--- src/rtl/fpu_pkg.sv ---
// Shared definitions for the FPU arbiter: word width, op codes, FSM states.
package fpu_pkg;

  localparam int WORD_W = 16;

  typedef enum logic [1:0] {
    OP_ADD = 2'b00,
    OP_SUB = 2'b01,
    OP_MUL = 2'b10,
    OP_DIV = 2'b11
  } fpu_op_e;

  typedef enum logic [1:0] {
    IDLE  = 2'b00,
    ISSUE = 2'b01,
    WAIT  = 2'b10,
    RESP  = 2'b11
  } arb_state_e;

endpackage

--- src/rtl/fpu_rr_pick.sv ---
// Two-way round-robin select: the pointer breaks ties, a lone requester always wins.
module fpu_rr_pick (
  input  logic i_req0,
  input  logic i_req1,
  input  logic i_ptr,
  output logic o_owner,
  output logic o_valid
);

  // Owner is the pointer's requester only when both are asking.
  always_comb begin
    o_valid = i_req0 | i_req1;
    o_owner = 1'b0;
    if (i_req0 && i_req1) begin
      o_owner = i_ptr;
    end else if (i_req1) begin
      o_owner = 1'b1;
    end
  end

endmodule

--- src/rtl/fpu_arbiter.sv ---
// Arbitrates two requesters onto one shared FPU: grant, issue, wait with
// timeout, then return the result (or an error) to the owning requester.
module fpu_arbiter
  import fpu_pkg::*;
#(
  parameter int TIMEOUT = 32
) (
  input  logic              clk,
  input  logic              rst,
  input  logic              req0,
  input  logic              req1,
  input  logic [WORD_W-1:0] a0,
  input  logic [WORD_W-1:0] b0,
  input  logic [WORD_W-1:0] a1,
  input  logic [WORD_W-1:0] b1,
  input  logic [1:0]        op0,
  input  logic [1:0]        op1,
  output logic              gnt0,
  output logic              gnt1,
  output logic              done0,
  output logic              done1,
  output logic              err_o,
  output logic [WORD_W-1:0] res_o,
  output logic              fpu_start,
  output logic [WORD_W-1:0] fpu_a,
  output logic [WORD_W-1:0] fpu_b,
  output logic [1:0]        fpu_op,
  input  logic              fpu_ready,
  input  logic              fpu_error,
  input  logic [WORD_W-1:0] fpu_result
);

  localparam int               CNT_W    = $clog2(TIMEOUT) + 1;
  localparam logic [CNT_W-1:0] CNT_LAST = CNT_W'(TIMEOUT - 1);
  localparam logic [CNT_W-1:0] CNT_MAX  = '1;

  arb_state_e        r_state;
  logic              r_ptr;
  logic              r_owner;
  logic              r_err;
  logic [CNT_W-1:0]  r_cnt;
  logic [WORD_W-1:0] r_res;
  logic [WORD_W-1:0] r_a;
  logic [WORD_W-1:0] r_b;
  fpu_op_e           r_op;

  logic w_owner;
  logic w_valid;
  logic w_take;

  fpu_rr_pick u_pick (
    .i_req0  (req0),
    .i_req1  (req1),
    .i_ptr   (r_ptr),
    .o_owner (w_owner),
    .o_valid (w_valid)
  );

  // A grant happens only in IDLE; gating with rst keeps gnt low while held in reset.
  assign w_take = rst && (r_state == IDLE) && w_valid;

  // Transaction FSM: owner capture, FPU handshake, timeout and pointer update.
  always_ff @(posedge clk or negedge rst) begin
    if (!rst) begin
      r_state <= IDLE;
      r_ptr   <= 1'b0;
      r_owner <= 1'b0;
      r_err   <= 1'b0;
      r_cnt   <= '0;
      r_res   <= '0;
      r_a     <= '0;
      r_b     <= '0;
      r_op    <= OP_ADD;
    end else begin
      case (r_state)
        IDLE: begin
          if (w_valid) begin
            r_owner <= w_owner;
            r_a     <= w_owner ? a1 : a0;
            r_b     <= w_owner ? b1 : b0;
            r_op    <= fpu_op_e'(w_owner ? op1 : op0);
            r_state <= ISSUE;
          end
        end
        ISSUE: begin
          r_cnt   <= '0;
          r_err   <= 1'b0;
          r_state <= WAIT;
        end
        WAIT: begin
          // Error outranks ready; an errored result never reaches res_o.
          if (fpu_error) begin
            r_err   <= 1'b1;
            r_state <= RESP;
          end else if (fpu_ready) begin
            r_res   <= fpu_result;
            r_err   <= 1'b0;
            r_state <= RESP;
          end else if (r_cnt == CNT_LAST) begin
            r_err   <= 1'b1;
            r_state <= RESP;
          end else if (r_cnt != CNT_MAX) begin
            r_cnt <= r_cnt + 1'b1;
          end
        end
        RESP: begin
          r_ptr   <= ~r_owner;
          r_state <= IDLE;
        end
        default: r_state <= IDLE;
      endcase
    end
  end

  assign gnt0      = w_take && !w_owner;
  assign gnt1      = w_take &&  w_owner;
  assign fpu_start = (r_state == ISSUE);
  assign done0     = (r_state == RESP) && !r_owner;
  assign done1     = (r_state == RESP) &&  r_owner;
  assign err_o     = (r_state == RESP) &&  r_err;
  assign res_o     = r_res;
  assign fpu_a     = r_a;
  assign fpu_b     = r_b;
  assign fpu_op    = r_op;

endmodule

--- config.mk ---
export PLATFORM = sky130hd
export DESIGN_NAME = fpu_arbiter
export DESIGN_NICKNAME = d
export VERILOG_FILES = /design/src/rtl/fpu_pkg.sv /design/src/rtl/fpu_rr_pick.sv /design/src/rtl/fpu_arbiter.sv
export SDC_FILE = /design/constraint.sdc
export NUM_CORES = 1
export LEC_CHECK = 0
export BUFFER_PORTS_ARGS = -buffer_cell sky130_fd_sc_hd__buf_2
export CAP_MARGIN = 5
export CORE_MARGIN = 1.5
export CORE_UTILIZATION = 38
export DETAILED_ROUTE_END_ITERATION = 8
export PLACE_DENSITY = 0.63
export RECOVER_POWER = 100
export SKIP_CTS_REPAIR_TIMING = 1
export SLEW_MARGIN = 20
export SYNTH_ARGS = -nofsm -noshare
export SYNTH_HDL_FRONTEND = slang
export SYNTH_SLANG_ARGS = --single-unit
export TNS_END_PERCENT = 30
--- constraint.sdc ---
create_clock -name clk -period 1.8 [get_ports clk]
set_input_delay 0.18 -clock clk [delete_from_list [all_inputs] [get_ports clk]]
set_output_delay 0.18 -clock clk [all_outputs]
set_load 0.005 [all_outputs]
Yosys cells after proc, flatten, opt, wreduce, memory -nomap -nowiden
Cells that the tools add are included.

Bits in registers: 61. Input port bits: 90. Output and inout bits: 56. Logic and storage cells: 60.

Add/sub/neg operators: 1. Eq/ne operators: 11. Multiplexer cells: 19. Bitwise gates (word level): 3. Reductions and logical operators: 17.

Operator list (count): $mux W16 (2); $mux W6 (4); $pmux W6 S2 (1); $mux W2 (5); $ne A2 B2 Y1 const B (5); $logic_and A1 B1 Y1 (8); $pmux W2 S4 (1); $add A6 B1 Y6 const B (1); $eq A6 B5 Y1 const B (1); $ne A6 B6 Y1 const B (1); $reduce_and A2 Y1 (3); $mux W1 (5); $reduce_and A5 Y1 (1); $eq A2 B2 Y1 const B (2); $ne A4 B4 Y1 const B (1); $reduce_and A3 Y1 (1); $eq A2 B1 Y1 const B (1); $logic_not A1 Y1 (2); $logic_not A2 Y1 (1); $not A1 Y1 (2); $pmux W1 S2 (1); $reduce_bool A2 Y1 (1); $or A1 B1 Y1 (1).

Longest topological paths before layout
Gate-level depths: netlist of the first run.

Word-level depth: 6. Mapped depth: 7.

Cells and area by module
Synthesis of the first run repeated with hierarchy kept, for this count alone.

Cells, all modules: 256. Area, all modules: 2895.3 um^2.

Modules (own cells, without submodules): fpu_arbiter (times used 1, cells an instance 253, area each 2877.8 um^2, sequential area each 1526.5 um^2); fpu_rr_pick (times used 1, cells an instance 3, area each 17.5 um^2, sequential area each 0.0 um^2).

Worst setup path before layout of the first run
OpenSTA, ideal clock, no wires.

Path type: register -> register. Start: reg r_state[0]. End: reg r_state[1]. Setup time: 128 ps. Arrival time: 1543 ps. Path slack: 130 ps. Cell stages (with the launch flop): 7. Path buffers: 1. Clock period less this slack: 1670 ps. Cell sequence: dfrtp_1 inv_1 ha_1 buf_2 nor3b_2 a211oi_2 mux2_1.

Word-level cells in the longest chain between the ends: 3.

RTL lines: start: declaration (line fpu_arbiter.sv:37) `arb_state_e r_state;`; start signal: assignment (line fpu_arbiter.sv:65) `r_state <= IDLE;`; start signal: assignment (line fpu_arbiter.sv:82) `r_state <= ISSUE;`; start signal: assignment (line fpu_arbiter.sv:88) `r_state <= WAIT;`; $eq A2 B2 Y1 or $logic_not A2 Y1 (tied branches) (line fpu_arbiter.sv:75) `case (r_state)`; $ne A4 B4 Y1 (no line) or $ne A2 B2 Y1 (tied branches); $reduce_and A2 Y1 (no line).

Parallel ways exist; a longest one is shown, timed or not. A chain may end at the register's enable or synchronous reset.

Worst setup path in the final report of the first run
Same ends and word-level chain as after synthesis.

==> results of run 1 <==
[cell usage in the layout, fill, tap and decap left out, types with 2 or more instances in the layout]
cell type | Yosys | layout
dfrtp_1 | 61 | 61
and3_1 | 3 | 3
nor2b_1 | 4 | 4
ha_2 | 0 | 2
a311o_1 | 2 | 2
clkbuf_8 | 0 | 11
inv_1 | 6 | 6
a31oi_1 | 35 | 35
buf_2 | 11 | 118
ha_1 | 6 | 4
nand3b_1 | 34 | 34
nand4_1 | 2 | 2
buf_4 | 1 | 5
nand2_1 | 3 | 3
a211oi_1 | 1 | 2
clkbuf_1 | 10 | 28
o21ai_0 | 35 | 35
clkinv_2 | 0 | 2
clkbuf_2 | 0 | 3
nor2_1 | 41 | 41
mux2_1 | 8 | 17
[metal layers]
metal | track usage | vias up
met1 | 0.258 | 1388
met2 | 0.310 | 106
li1 | - | 1378
met3 | 0.0558 | 7
met4 | 0.0460 | 0
met5 | 0 | -
[registers in the layout (all words and copies together), names as in the netlist]
| register | flops |
|---|---|
| r_cnt | 6 |
| r_err | 1 |
| fpu_op | 2 |
| fpu_a | 16 |
| r_ptr | 1 |
| r_owner | 1 |
| res_o | 16 |
| r_state | 2 |
| fpu_b | 16 |
[metrics by stage]
step	setup WS [ps]	cells
final	94.0	551
after detailed placement	84.5	535
after floorplan	130	303
after CTS	61.2	550
after global placement	117	535
after global routing	6.97	551
[critical path, cell delays in order, from the launching register on]
cell and delay (ps):
dfrtp_1 410, inv_1 100, ha_2 250, nor3b_2 170, a211oi_1 310, mux2_1 350
[power by group through the flow]
stage	logic, W	clock network (W)	registers, W
finish	0.00242	0.00124	0.00236
floorplan	0.00151	0	0.00240
global route	0.00272	0.00134	0.00244
global placement	0.00260	0	0.00236
detailed placement	0.00266	0	0.00237
CTS	0.00266	0.00127	0.00236
[final cells by class]
type,count,area share
Multi-Input combinational cell,210,0.348
Sequential cell,61,0.374
Timing Repair Buffer,156,0.191
Clock buffer,11,0.0371
Tap cell,102,0.0313
Clock inverter,4,0.0117
Inverter,7,0.00645
[logic make-up after synthesis]
group           after synthesis  share of synthesized area
mux                          18                     0.0768
compound gates               82                      0.160
flops                        61                      0.488
fa+ha+maj                     6                     0.0240
buf+inv                      32                     0.0464
simple gates                104                      0.204
[final timing paths]
path | start | endpoint | slack (ps) | cells past startpoint
max in group asynchronous | rst | fpu_op[1] | 440 | 3
min in group asynchronous | rst | r_cnt[4] | 580 | 3
hold reg to reg | res_o[0] | res_o[0] | 490 | 1
setup / recovery | r_state[0] | r_state[1] | 90 | 5
hold / removal | fpu_result[4] | res_o[4] | 60 | 2
setup reg to reg | r_state[0] | r_state[1] | 90 | 5
==> results by group, run 1 <==
Placement
  • GP Congestion: around 0.80
  • DP HPWL: a little under 6 mm
  • I/O Buffers: about 150
  • Placed Area: about 4000 µm²

Run
  • MaxCap Viol Count: 0

Pwr
  • Peak supply drop: approximately 650 µV
  • Leakage: around 1.9 nW
  • Sw frac: 0.356
  • Clk pwr share: 0.206
  • Power Internal: just under 0.004 W
  • Overall power: 0.00601 W
  • Combinational Power Share: 0.402
  • Net switching power: 0.00214 W
  • Sequential Power Share: 0.392
  • Pwr dens: roughly 1500 nW/µm²

Synth
  • Syn_nets: 399
  • Top cell type's share of synthesized area: 0.488
  • Fraction of registers with async set/reset: 1.00
  • Sequential fraction of the synthesis area: 0.488
  • Warnings from Yosys: 0
  • Synthesized area per cell: slightly above 10 µm²
  • Mapped Cells: 303
  • Most instantiated cells after synthesis: 61 x dfrtp_1, 41 x nor2_1, 35 x a31oi_1, 35 x o21ai_0, 34 x nand3b_1
  • Top FF cell, synth: dfrtp_1
  • EDFF count, synth: 0
  • Unique cell type count in the Yosys netlist: 46
  • Leading area contributor after synthesis: dfrtp_1
  • Post-Syn Area: approximately 3100 µm²
  • Synth Register Bits: 61
  • Most common cell in the netlist: dfrtp_1
  • Ranking of synthesized cells by area: dfrtp_1 49%, nand3b_1 8.2%, a31oi_1 7.0%

Floorplan
  • Die Ht: 93.7 µm
  • Cell Rows: 32
  • Initial Utilization: 0.399
  • DIE AREA: 8790 µm²
  • Core Area: 7850 µm²
  • Die Span X: 93.7 µm
  • # IOs: 146

Clocking
  • Max clock buf depth: 2
  • Inserted Clock Buffers: 9
  • Clock Sinks: 61
  • Clock latency on the worst-skew pair: ~330 ps
  • Reg clk slew, reported paths: roughly 70 ps
  • # H-tree levels: 3
  • Root buf cell: clkbuf_8
  • TritonCTS clock tree: built

Finish
  • Nets: about 540
  • Post-layout util: 0.519
  • # diodes: 0
  • Final Cell Area: 4080 µm²
  • Area grow syn2layout: 30.3%
  • Ratio of cells with drive above 1 in the final layout: 0.347
  • Register Area: ~1500 µm²
  • Fillers: around 790
  • Area of the multi-input gates: roughly 1400 µm²

Route
  • Vias: roughly 2.9k
  • Total Wirelength: ~8.4 mm
  • Top Metal Used: met4
  • Drt first pass iters: 4
  • Routed wl met3: 601 µm
  • Routed met1 length: between 3 and 4 mm
  • Routed wl met2: 3.97 mm
  • First-iteration detailed-routing DRC count: between 100 and 150
  • Routed Antenna Nets: 0
  • Detailed-route DRC error count: 0
  • Routed len/inst: about 15 µm
  • Avg Vias per Cell: around 5.2

GRT
  • Vias in the first global route: 2,757
  • Initial antenna violation count: 0
  • GR Overflow Total: 0
  • First-pass GRT wire length: between 10 and 15 mm
  • All-Layer GR Usage: 0.193
  • Largest net degree at the start of global routing: 45

Timing
  • Minimum clock period: 1710 ps
  • Fmax: 586 MHz
  • RSZ-0062 raised after global routing: no
  • Worst rel slew slack: 0.351
  • WHS: between 60 and 70 ps
  • Tcrit/Tclk final: 0.948
  • Max Transition Viols Final: 0
  • Final Hold Violating Endpoints: 0
  • Final setup viols: 0
  • Skew final: roughly 8.1 ps
  • Actual slew at the worst max-slew pin: approximately 970 ps
  • Total negative slack: 0 ps

Min path
  • Hold WC Path Type: in -> reg

Worst setup path
  • Crit path launch type: flop
  • CP endpoint kind: flop
  • Setup CP Type: reg -> reg
  • CP max FO: 8
  • Arr. time, crit path: ~1900 ps
  • Req. time, crit path: roughly 2000 ps

Run status
  • Status: complete, no violations
No activity file was read; power rests on OpenSTA's default activity.
==> inputs of run 2 (changes only) <==
Clock period 1.8 ns to 2.2 ns, I/O delays scaled along.
==> run 2 against run 1 <==
Effect of this change:
- wire length is 1.6% lower
- cell area decreased by 2.3%
- count of clock-buffer cells in the layout rose by 3
- hold slack better by 31 ps
- non-clock buffer count down 4
- cell count down 0.54%
- core utilization down 1.2 points
- global-route usage fell by 0.34 points
- die area is the same
- setup slack improved by 220 ps
- critical path depth is 1 lower
- largest power group is now registers
==> results by group, run 2 (synthesis results as in run 1) <==
Timing
  • Final Hold Violating Endpoints: 0 (unchanged)
  • Final setup viols: 0 (unchanged)
  • Worst rel slew slack: 0.532 (+0.181)
  • Total negative slack: 0 ps (unchanged)
  • Fmax: around 530 MHz
  • Tcrit/Tclk final: 0.857
  • Max Transition Viols Final: 0 (unchanged)
  • RSZ-0062 raised after global routing: no
  • Minimum clock period: 1890 ps
  • Skew final: 7.43 ps (-0.688 ps)
  • Actual slew at the worst max-slew pin: 702 ps (-271 ps)
  • Final worst slack: 314 ps (+220 ps)

GRT
  • GR Overflow Total: 0 (unchanged)
  • First-pass GRT wire length: 13.0 mm (-1.6%)
  • All-Layer GR Usage: 0.190 (-0.00342)
  • Largest net degree at the start of global routing: 43 (-4.4%)
  • Vias in the first global route: 2,639 (-4.3%)
  • Initial antenna violation count: 0 (unchanged)

Floorplan
  • Initial Utilization: 0.399 (unchanged)
  • Cell Rows: 32 (unchanged)
  • Core Area: 7850 µm² (unchanged)
  • DIE AREA: 8790 µm² (unchanged)
  • Die Span X: 93.7 µm (unchanged)
  • # IOs: 146 (unchanged)
  • Die Ht: 93.7 µm (unchanged)

Finish
  • Commonest cells after routing, fill and taps aside: 113 x buf_2, 61 x dfrtp_1, 41 x nor2_1
  • Nets: 537 (-0.74%)
  • Register Area: 1530 µm² (unchanged)
  • Fillers: 782 (-1.4%)
  • Area of the multi-input gates: 1410 µm² (-0.35%)
  • Ratio of cells with drive above 1 in the final layout: 0.321 (-0.0268)
  • # diodes: 0 (unchanged)
  • Commonest non-fill, non-tap cell in the layout: buf_2
  • Area grow syn2layout: 27.3%

Min path
  • Worst Hold End: res_o[5]
  • Hold Path Stages: 2 (unchanged)
  • Hold WC Path Type: in -> reg
  • Hold Path Origin: fpu_result[5]

Placement
  • GP Congestion: 0.823 (+2.3%)
  • Worst slack, placed: 370 ps (+286 ps)
  • I/O Buffers: 145 (unchanged)
  • DP HPWL: 5.78 mm (-2.9%)

Pwr
  • Clk pwr share: 0.177 (-0.029)
  • Leakage: 1.81 nW (-2.6%)
  • Net switching power: 0.00173 W (-19%)
  • Overall power: 0.00467 W (-22%)
  • Power Internal: 0.00294 W (-24%)
  • Sw frac: 0.370 (+0.0140)
  • Combinational Power Share: 0.411 (+0.009)
  • Sequential Power Share: 0.413 (+0.021)
  • Peak supply drop: 534 µV (-17%)
  • Pwr dens: 1170 nW/µm² (-21%)

Clocking
  • Clock latency on the worst-skew pair: 330 ps (about the same)
  • # H-tree levels: 3 (unchanged)
  • Inserted Clock Buffers: 9 (unchanged)
  • Max clock buf depth: 2 (unchanged)
  • Reg clk slew, reported paths: 70 ps (about the same)
  • Clock Sinks: 61 (unchanged)
  • Root buf cell: clkbuf_8
  • TritonCTS clock tree: built

Worst setup path
  • Setup CP Type: reg -> out
  • Crit path largest cell delay: 480 ps (+70 ps)
  • Worst Setup SP: r_ptr
  • FF-to-FF path depth: 4 (-1)
  • Req. time, crit path: 1980 ps (-20 ps)
  • Worst Path Buf+Inv: 1 (unchanged)
  • Crit path cell chain: and2b_4, nor2_1, and3b_1, clkbuf_1
  • CP max FO: 42 (+34)
  • Arr. time, crit path: 1670 ps (-240 ps)
  • Critical R2R Launch: r_state[0]
  • Critical Path Slowest Stage Cell: and2b_4
  • CP delay by family, top: simple AND/OR/NAND/NOR gates
  • Reg2reg setup slack: 350 ps (+260 ps)
  • Crit path launch type: flop
  • RR Endpoint: res_o[12]
  • CP endpoint kind: output pin

Route
  • Routed Antenna Nets: 0 (unchanged)
  • Drt first pass iters: 5 (+1)
  • First-iteration detailed-routing DRC count: 118 (-4.1%)
  • Avg Vias per Cell: 5.21 (-0.36%)
  • Vias: 2,853 (-0.90%)
  • Total Wirelength: 8.30 mm (-1.6%)
  • Routed len/inst: 15.1 µm (-1.0%)
  • Detailed-route DRC error count: 0 (unchanged)

Run status
  • Status: complete, no violations

Run
  • MaxCap Viol Count: 0 (unchanged)
## run 2: changes by cell type in the layout (fill, tap and decap cells not counted), moves of 2 or more
cell,delta
ha_2,-2
ha_1,+2
buf_4,-2
clkbuf_8,-2
buf_2,-5
clkbuf_1,+7
## run 2: power groups by stage
stage                     logic (W)  registers, W  clock network (W)
after global placement      0.00204       0.00193                  0
after global routing        0.00217       0.00200           0.000915
after detailed placement    0.00210       0.00193                  0
final                       0.00192       0.00193           0.000824
after floorplan             0.00124       0.00196                  0
after CTS                   0.00211       0.00192           0.000857
## run 2: area by class of cell
| type | instances | area share |
|---|---|---|
| inverter | 7 | 0.00660 |
| sequential | 61 | 0.383 |
| multi-input combinational | 210 | 0.355 |
| timing repair buffer | 152 | 0.184 |
| clock buffer | 14 | 0.0358 |
| tap | 102 | 0.0321 |
| clock inverter | 2 | 0.00251 |
## run 2: metrics by stage
| step | util | cell area (µm²) | cells | hold WS (ps) |
|---|---|---|---|---|
| after global routing | 0.507 | 3980 | 548 | 78.1 |
| after CTS | 0.518 | 4060 | 547 | -142 |
| after detailed placement | 0.498 | 3910 | 531 | 235 |
| after global placement | 0.498 | 3910 | 531 | 224 |
| after floorplan | - | 3130 | 303 | -75.6 |
| final | 0.507 | 3980 | 548 | 93.8 |
## run 2: how the worst max path moves through the flow
stage	endpoint	slack, ps	cells past startpoint
after floorplan	r_state[1]	530	6
after global placement	r_state[1]	470	5
after detailed placement	r_state[1]	370	5
after CTS	gnt0	310	4
after global routing	fpu_a[6]	140	6
final	gnt0	310	4
## run 2: metal layers
layer,GRT usage,up-vias,share of wire
met2,0.300,124,0.46
li1,-,1366,-
met5,0,-,0
met4,0.0771,0,0.015
met1,0.253,1350,0.46
met3,0.0421,13,0.071
==> inputs of run 3 (changes only) <==
Clock period 2.2 ns to 2.04 ns, I/O delays scaled along.
==> run 3 against run 2 <==
Effect of this change:
- first-iteration DRC count grew 3.4%
- cell area grew 1.0%
- count of clock-buffer cells in the layout shrank 2
- hold slack lost 22 ps
- largest power group is now combinational cells
- highest routed layer unchanged
==> results by group, run 3 (synthesis results as in run 1) <==
Run status
  • Status: complete, no violations

Timing
  • Final worst slack: 194 ps (-120 ps)
  • Minimum clock period: 1850 ps
  • RSZ-0062 raised after global routing: no
  • Max Transition Viols Final: 0 (unchanged)
  • Tcrit/Tclk final: 0.905
  • Skew final: 4.88 ps (-2.55 ps)
  • Worst rel slew slack: 0.474 (-0.0583)
  • Fmax: about 540 MHz
  • Final setup viols: 0 (unchanged)
  • Total negative slack: 0 ps (unchanged)
  • Final Hold Violating Endpoints: 0 (unchanged)
  • Actual slew at the worst max-slew pin: 789 ps (+87.5 ps)

Floorplan
  • Die Span X: 93.7 µm (unchanged)
  • # IOs: 146 (unchanged)
  • Core Area: 7850 µm² (unchanged)
  • DIE AREA: 8790 µm² (unchanged)
  • Initial Utilization: 0.399 (unchanged)
  • Die Ht: 93.7 µm (unchanged)
  • Cell Rows: 32 (unchanged)

Placement
  • I/O Buffers: 145 (unchanged)
  • DP HPWL: 5.78 mm (about the same)
  • GP Congestion: 0.824 (+0.12%)
  • Placed Area: 3920 µm² (+0.32%)
  • Worst slack, placed: 234 ps (-136 ps)

Route
  • Drt first pass iters: 5 (unchanged)
  • Vias: 2,819 (-1.2%)
  • Avg Vias per Cell: 5.16 (-0.83%)
  • Detailed-route DRC error count: 0 (unchanged)
  • Routed Antenna Nets: 0 (unchanged)
  • Routed len/inst: 15.1 µm (-0.20%)
  • Total Wirelength: 8.25 mm (-0.57%)
  • First-iteration detailed-routing DRC count: 122 (+3.4%)

Finish
  • Register Area: 1530 µm² (unchanged)
  • Area grow syn2layout: 28.6%
  • Commonest cells after routing, fill and taps aside: 118 x buf_2, 61 x dfrtp_1, 41 x nor2_1
  • Final Cell Area: 4020 µm² (+1.0%)
  • Fillers: 772 (-1.3%)
  • Commonest non-fill, non-tap cell in the layout: buf_2
  • Nets: 537 (unchanged)
  • # diodes: 0 (unchanged)
  • Ratio of cells with drive above 1 in the final layout: 0.338 (+0.0172)
  • Area of the multi-input gates: 1420 µm² (+0.35%)

Worst setup path
  • Critical Path Slowest Stage Cell: ha_1
  • Arr. time, crit path: 2070 ps (+400 ps)
  • Req. time, crit path: 2260 ps (+280 ps)
  • Crit path largest cell delay: 440 ps (-40 ps)
  • Crit path launch type: flop
  • CP delay by family, top: adder cells
  • CP max FO: 12 (-71%)
  • CP endpoint kind: flop
  • Crit path cell chain: inv_1, ha_1, nor4bb_1, a211oi_2, mux2_1
  • Worst Path Buf+Inv: 1 (unchanged)
  • Setup CP Type: reg -> reg

Clocking
  • Root buf cell: clkbuf_8
  • Inserted Clock Buffers: 9 (unchanged)
  • TritonCTS clock tree: built
  • Clock Sinks: 61 (unchanged)
  • Clock latency on the worst-skew pair: 340 ps (about the same)
  • Reg clk slew, reported paths: 60 ps (about the same)
  • Max clock buf depth: 2 (unchanged)
  • # H-tree levels: 3 (unchanged)

GRT
  • Largest net degree at the start of global routing: 57 (+33%)
  • First-pass GRT wire length: 13.3 mm (+2.3%)
  • GR Overflow Total: 0 (unchanged)
  • All-Layer GR Usage: 0.195 (+0.00542)
  • Initial antenna violation count: 0 (unchanged)
  • Vias in the first global route: 2,797 (+6.0%)

Pwr
  • Combinational Power Share: 0.410 (about the same)
  • Peak supply drop: 619 µV (+16%)
  • Pwr dens: 1270 nW/µm² (+8.3%)
  • Power Internal: 0.00326 W (+11%)
  • Sw frac: 0.362 (-0.00732)
  • Clk pwr share: 0.184 (+0.007)
  • Sequential Power Share: 0.405 (-0.008)
  • Net switching power: 0.00185 W (+7.2%)
  • Leakage: 1.85 nW (+2.1%)

Run
  • MaxCap Viol Count: 0 (unchanged)

Min path
  • Hold WC Path Type: in -> reg
==> run 3: changes by cell type in the layout (fill, tap and decap cells not counted), sizes merged <==
| cell | before | now |
|---|---|---|
| clkbuf | 48 | 40 |
| buf | 117 | 123 |
==> run 3: worst reg2reg max path, delay by kind of cell (launching register included) <==
kind | cells | cell delay (ps)
simple gates | 1 | 360
mux | 1 | 320
flops | 1 | 410
compound gates | 1 | 80
buf+inv | 1 | 120
fa+ha+maj | 1 | 440
==> run 3: path summary, 6_finish.rpt <==
path	from	endpoint	slack, ps	depth (start not counted)
worst max register to register	r_state[0]	r_state[1]	190	5
worst min-delay path	fpu_result[0]	res_o[0]	70	2
worst max-delay path	r_state[0]	r_state[1]	190	5
min in group asynchronous	rst	r_owner	340	2
worst min register to register	res_o[0]	res_o[0]	490	1
max in group asynchronous	rst	fpu_a[11]	530	3
==> run 3: area by class of cell <==
type                            count  share of cell area
Sequential cell                    61               0.379
Inverter                            7             0.00653
Timing Repair Buffer              152               0.188
Clock buffer                       12              0.0386
Tap cell                          102              0.0317
Clock inverter                      2             0.00249
Multi-Input combinational cell    210               0.353
==> run 3: power by group through the flow <==
stage | registers (W) | clock network (W) | logic [W]
floorplan | 0.00212 | 0 | 0.00134
global placement | 0.00207 | 0 | 0.00221
detailed placement | 0.00208 | 0 | 0.00227
CTS | 0.00207 | 0.000978 | 0.00227
global route | 0.00214 | 0.00103 | 0.00239
finish | 0.00207 | 0.000942 | 0.00210
==> run 3: routing by layer <==
metal,up-vias,track usage,share of wire
met5,-,0,0
met4,0,0.0883,0.022
met3,15,0.0453,0.075
met2,115,0.310,0.45
met1,1318,0.253,0.46
li1,1371,-,-
==> run 3: metrics by stage <==
stage / hold slack, ps / instances / power (W) / utilization
after floorplan: -91.6 / 303 / 0.00345 / -
after global placement: 47.1 / 531 / 0.00429 / 0.500
after detailed placement: 47.0 / 531 / 0.00435 / 0.500
final: 72.3 / 546 / 0.00511 / 0.513
after global routing: 67.6 / 546 / 0.00557 / 0.513
after CTS: -323 / 545 / 0.00532 / 0.521
